<file path="config.mk">
export PLATFORM = sky130hd
export DESIGN_NAME = wb_management_bridge
export DESIGN_NICKNAME = d
export VERILOG_FILES = /design/src/rtl/wb_management_bridge.sv
export SDC_FILE = /design/constraint.sdc
export NUM_CORES = 1
export LEC_CHECK = 0
export CORE_MARGIN = 2
export CORE_UTILIZATION = 39
export CTS_CLUSTER_SIZE = 28
export DETAILED_ROUTE_END_ITERATION = 10
export GPL_TIMING_DRIVEN = 0
export PLACE_DENSITY = 0.78
export SKIP_CTS_REPAIR_TIMING = 1
export SYNTH_ARGS = -nofsm -noshare
export SYNTH_HDL_FRONTEND = slang
export SYNTH_SLANG_ARGS = --single-unit
</file>
<file path="constraint.sdc">
create_clock -name clk -period 1.7 [get_ports clk]
set_input_delay 0.17 -clock clk [delete_from_list [all_inputs] [get_ports clk]]
set_output_delay 0.17 -clock clk [all_outputs]
set_load 0.005 [all_outputs]
</file>
<file path="src/rtl/wb_management_bridge.sv">
// Wishbone classic slave that turns host bus cycles into single-cycle
// read/write strobes on the core management port. The management block
// arbitrates this bridge against JTAG; while JTAG owns the bus (busy) the
// strobe is held and retried, up to a bounded number of cycles, after which
// the host gets err instead of ack.
//
// Ports:
//   clk, rst                   clock, synchronous active-high reset
//   wb_cyc_i/stb_i/we_i        Wishbone cycle, strobe, write enable
//   wb_sel_i, wb_adr_i         byte select, byte address ([23:20] selects bridge)
//   wb_data_i / wb_data_o      write data in / read data out
//   wb_ack_o, wb_err_o         transfer acknowledge / timeout error
//   wb_management_*            management strobes, select, address, data, busy
module wb_management_bridge #(
  parameter logic [3:0] BASE_ADDRESS   = 4'h3,
  parameter logic [7:0] TIMEOUT_CYCLES = 8'd255
) (
  input  logic        clk,
  input  logic        rst,
  input  logic        wb_cyc_i,
  input  logic        wb_stb_i,
  input  logic        wb_we_i,
  input  logic [3:0]  wb_sel_i,
  input  logic [23:0] wb_adr_i,
  input  logic [31:0] wb_data_i,
  output logic        wb_ack_o,
  output logic        wb_err_o,
  output logic [31:0] wb_data_o,
  output logic        wb_management_writeEnable,
  output logic        wb_management_readEnable,
  output logic [3:0]  wb_management_byteSelect,
  output logic [19:0] wb_management_address,
  output logic [31:0] wb_management_writeData,
  input  logic [31:0] wb_management_readData,
  input  logic        wb_management_busy
);

  typedef enum logic [2:0] {
    IDLE         = 3'd0,
    REQUEST      = 3'd1,
    ACK          = 3'd2,
    ERROR        = 3'd3,
    WAIT_RELEASE = 3'd4
  } bridgeState_t;

  bridgeState_t state;
  bridgeState_t nextState;

  logic        weQ;
  logic [3:0]  selQ;
  logic [19:0] adrQ;
  logic [31:0] dataQ;
  logic [31:0] rdataQ;
  logic [7:0]  retryCount;

  logic hit;
  logic timeoutHit;

  assign hit = wb_cyc_i & wb_stb_i & (wb_adr_i[23:20] == BASE_ADDRESS);

  // Compared against the count before this cycle's increment, so the bridge
  // retries TIMEOUT_CYCLES times and times out on the following busy cycle.
  assign timeoutHit = (TIMEOUT_CYCLES != 8'd0) && (retryCount == TIMEOUT_CYCLES);

  // State register
  always_ff @(posedge clk) begin
    if (rst) begin
      state <= IDLE;
    end else begin
      state <= nextState;
    end
  end

  // Next-state logic; host abort outranks both accept and timeout
  always_comb begin
    nextState = state;
    case (state)
      IDLE: begin
        if (hit) nextState = REQUEST;
      end
      REQUEST: begin
        if (!wb_cyc_i) begin
          nextState = IDLE;
        end else if (!wb_management_busy) begin
          nextState = ACK;
        end else if (timeoutHit) begin
          nextState = ERROR;
        end
      end
      ACK:          nextState = WAIT_RELEASE;
      ERROR:        nextState = WAIT_RELEASE;
      WAIT_RELEASE: begin
        if (!wb_stb_i || !wb_cyc_i) nextState = IDLE;
      end
      default:      nextState = IDLE;
    endcase
  end

  // Holding registers, read-data capture and saturating retry counter
  always_ff @(posedge clk) begin
    if (rst) begin
      weQ        <= 1'b0;
      selQ       <= 4'h0;
      adrQ       <= 20'h0;
      dataQ      <= 32'h0;
      rdataQ     <= 32'h0;
      retryCount <= 8'h0;
    end else begin
      case (state)
        IDLE: begin
          retryCount <= 8'h0;
          if (hit) begin
            weQ   <= wb_we_i;
            selQ  <= wb_sel_i;
            adrQ  <= wb_adr_i[19:0];
            dataQ <= wb_data_i;
          end
        end
        REQUEST: begin
          if (wb_cyc_i) begin
            if (!wb_management_busy) begin
              rdataQ <= weQ ? 32'h0 : wb_management_readData;
            end else if (retryCount != 8'hFF) begin
              retryCount <= retryCount + 8'd1;
            end
          end
        end
        default: ;
      endcase
    end
  end

  // Outputs decoded from state; everything is zero outside its owning state
  always_comb begin
    wb_ack_o                  = 1'b0;
    wb_err_o                  = 1'b0;
    wb_data_o                 = 32'h0;
    wb_management_writeEnable = 1'b0;
    wb_management_readEnable  = 1'b0;
    wb_management_byteSelect  = 4'h0;
    wb_management_address     = 20'h0;
    wb_management_writeData   = 32'h0;
    case (state)
      REQUEST: begin
        wb_management_writeEnable = weQ;
        wb_management_readEnable  = ~weQ;
        wb_management_byteSelect  = selQ;
        wb_management_address     = adrQ;
        wb_management_writeData   = weQ ? dataQ : 32'h0;
      end
      ACK: begin
        wb_ack_o  = 1'b1;
        wb_data_o = rdataQ;
      end
      ERROR: begin
        wb_err_o = 1'b1;
      end
      default: ;
    endcase
  end

endmodule

</file>
==> results.sh <==
export IMPL_overflow=0
export IMPL_mostFrequentLayoutCells="nand2_1, buf_6, dfxtp_1, clkdlybuf4s50_1"
export IMPL_cts_root_buf="clkbuf_16"
export IMPL_drive_above_1_share=0.4408
export IMPL_coreArea_um2=11270
export IMPL_final_common_cell="nand2_1"
export IMPL_clk_latency_ns=0.35
export IMPL_finalSetupViolCount=151
export IMPL_multi_input_area_um2=2952
export IMPL_avgSynthCellArea_um2=7.812
export IMPL_die_w_um=110.9
export IMPL_maxSlewViolCount=0
export IMPL_min_path_type="input pin to register"
export IMPL_nets=913
export IMPL_utilization=0.7353
export IMPL_path_delay_family="simple AND/OR/NAND/NOR gates"
export IMPL_critPathLaunchType="register"
export IMPL_clk_path_buf_depth=2
export IMPL_area_growth_pct=85.81
export IMPL_grt_pass1_wl_um=21750
export IMPL_grt_start_max_net_pins=18
export IMPL_diodes=0
export IMPL_finalNonFillerCells=962
export IMPL_grt_pass1_vias=4525
export IMPL_seq_area_um2=2018
export IMPL_ir_worst_vdd_uv=459.4
export IMPL_worst_slack_ns=-0.1667
export IMPL_critPathMaxFanout=7
export IMPL_die_area_um2=12310
export IMPL_synth_edf_count=0
export IMPL_grt_setup_unrepaired="yes"
export IMPL_cp_end_kind="register"
export IMPL_finalSetupTns_ns=-13.46
export IMPL_io_pins=190
export IMPL_grt_util_all_layers=0.2158
export IMPL_cts_buffers=9
export IMPL_powerDensity_nw_per_um2=569.7
export IMPL_crit_required_ns=1.90
export IMPL_drt_iter0_markers=269
export IMPL_drt_pass1_iterations=5
export IMPL_viasPerCell=5.254
export IMPL_vias=5054
export IMPL_synthFlopType="dfxtp_1"
export IMPL_fin_crit_sh=1.098
export IMPL_synth_cells=571
export IMPL_nFillCells=775
export IMPL_yosysUniqueCellTypes=36
export IMPL_path_cells="or3_4 > or4_4 > buf_12 > clkbuf_16 > nand2_2 > a21oi_2"
export IMPL_leakage_nw=3.229
export IMPL_fin_skew_ns=0.01063
export IMPL_hold_violations=0
export IMPL_tightest_slew_ns=0.7228
export IMPL_violations="negative setup slack"
export IMPL_dp_cells=902
export IMPL_drc=0
export IMPL_wl_per_cell_um=17.13
export IMPL_ys_seq_area_frac=0.4488
export IMPL_wl_um=16480
export IMPL_worst_setup_path_type="register to register"
export IMPL_ant_nets=0
export IMPL_slowest_delay_ns=0.50
export IMPL_io_buffer_count=188
export IMPL_clkSlewWorstSetupHoldPaths_ns=0.07
export IMPL_h_tree_depth=3
export IMPL_syn_num_nets=670
export IMPL_antenna_found_initial=0
export IMPL_cp_arrival_ns=2.07
export IMPL_clock_sinks=100
export IMPL_num_rows=39
export IMPL_async_flop_share=0
export IMPL_dp_hpwl_um=10360
export IMPL_cp_num_buf_inv=2
export IMPL_yosys_warnings=0
export IMPL_crit_path_top_delay_cell="or4_4"
export IMPL_initial_utilization=0.3957
export IMPL_cap_violations=0
export IMPL_relSlewSlack=0.5181
export IMPL_ys_ff_latch=100
export IMPL_fin_hold_ws_ns=0.2557
export IMPL_place_gp_congestion=0.8629
export IMPL_cts_tree="built"
export IMPL_min_period_ns=1.867
export IMPL_die_y_um=110.9
export IMPL_outcome="finished with violations"
export IMPL_clock_fmax_mhz=535.7
export IMPL_synth_area_um2=4461
## logic make-up (layout without fill, tap and decap cells)
family,count (synthesis),in the layout,share of synthesized area
adders and majority gates,1,1,0.002805
AOI/OAI and AO/OA,113,113,0.1405
and+or+nand+nor,304,304,0.3523
DFF,100,100,0.4488
buffers and inverters,53,301,0.05554
## flip-flops by register name (all words and copies together) (netlist names)
register,cells
retryCount,8
selQ,4
dataQ,32
rdataQ,32
weQ,1
adrQ,20
state,3
## layer usage
metal  global-route usage  routed length, um  up-vias
met5                    0                  0        -
met4              0.06250                352        0
met3              0.05577               1104       32
met2               0.3808               8597      203
met1               0.2588               6426     2413
li1                     -                  -     2406
## Yosys cell counts, types with 2 or more instances
| library cell | count | area (um2) |
|---|---|---|
| o311ai_0 | 5 | 43.79 |
| nand3_1 | 2 | 10.01 |
| nand3b_1 | 33 | 247.7 |
| nand2_1 | 156 | 585.6 |
| clkbuf_1 | 35 | 131.4 |
| o31ai_1 | 6 | 45.04 |
| and3_1 | 34 | 212.7 |
| inv_1 | 4 | 15.01 |
| nor2_1 | 6 | 22.52 |
| dfxtp_1 | 100 | 2002 |
| a311oi_1 | 2 | 17.52 |
| buf_2 | 6 | 30.03 |
| buf_4 | 3 | 22.52 |
| or3_1 | 3 | 18.77 |
| buf_6 | 4 | 45.04 |
| and2_1 | 59 | 369.1 |
| a21oi_1 | 93 | 465.5 |
| nand4_1 | 2 | 12.51 |
## per-stage QoR
| stage | total power (W) | setup slack, ns | area [um2] |
|---|---|---|---|
| floorplan | 0.002488 | -0.03590 | 4474 |
| global placement | 0.002744 | -0.9557 | 6535 |
| detailed placement | 0.002750 | -0.9816 | 6535 |
| CTS | 0.004677 | -1.348 | 6822 |
| global route | 0.004865 | -0.2194 | 8288 |
| finish | 0.004722 | -0.1667 | 8288 |
## power by group
| part | switching, W | leakage (nW) | internal, W |
|---|---|---|---|
| clock network | 0.000921 | 0.139 | 0.00104 |
| registers | 0.00000938 | 0.809 | 0.00235 |
| logic | 0.000150 | 2.28 | 0.000252 |
## layout make-up
class,count,share of cell area
Inverter,4,0.001812
Sequential cell,100,0.2435
Clock buffer,10,0.02883
Clock inverter,6,0.005737
Timing Repair Buffer,235,0.2973
Tap cell,143,0.02159
Buffer,46,0.04514
Multi-Input combinational cell,418,0.3561
## worst register-to-register path: cells and delay by family (launching register included)
family	cells	cell delay, ns
compound gates	1	0.05
buf+inv	2	0.36
simple gates	3	0.96
flops	1	0.38
## worst paths after layout
| kind | startpoint | endpoint | slack, ns | cells past startpoint |
|---|---|---|---|---|
| setup reg to reg | state[1]$_SDFFE_PP0P_ | adrQ[15]$_SDFFE_PP0P_ | -0.17 | 6 |
| setup / recovery | state[1]$_SDFFE_PP0P_ | adrQ[15]$_SDFFE_PP0P_ | -0.17 | 6 |
| hold / removal | wb_cyc_i | state[1]$_SDFFE_PP0P_ | 0.26 | 3 |
| hold reg to reg | rdataQ[10]$_SDFFE_PP0P_ | rdataQ[10]$_SDFFE_PP0P_ | 0.45 | 2 |
Note: power is estimated with default switching activity, not from simulation.
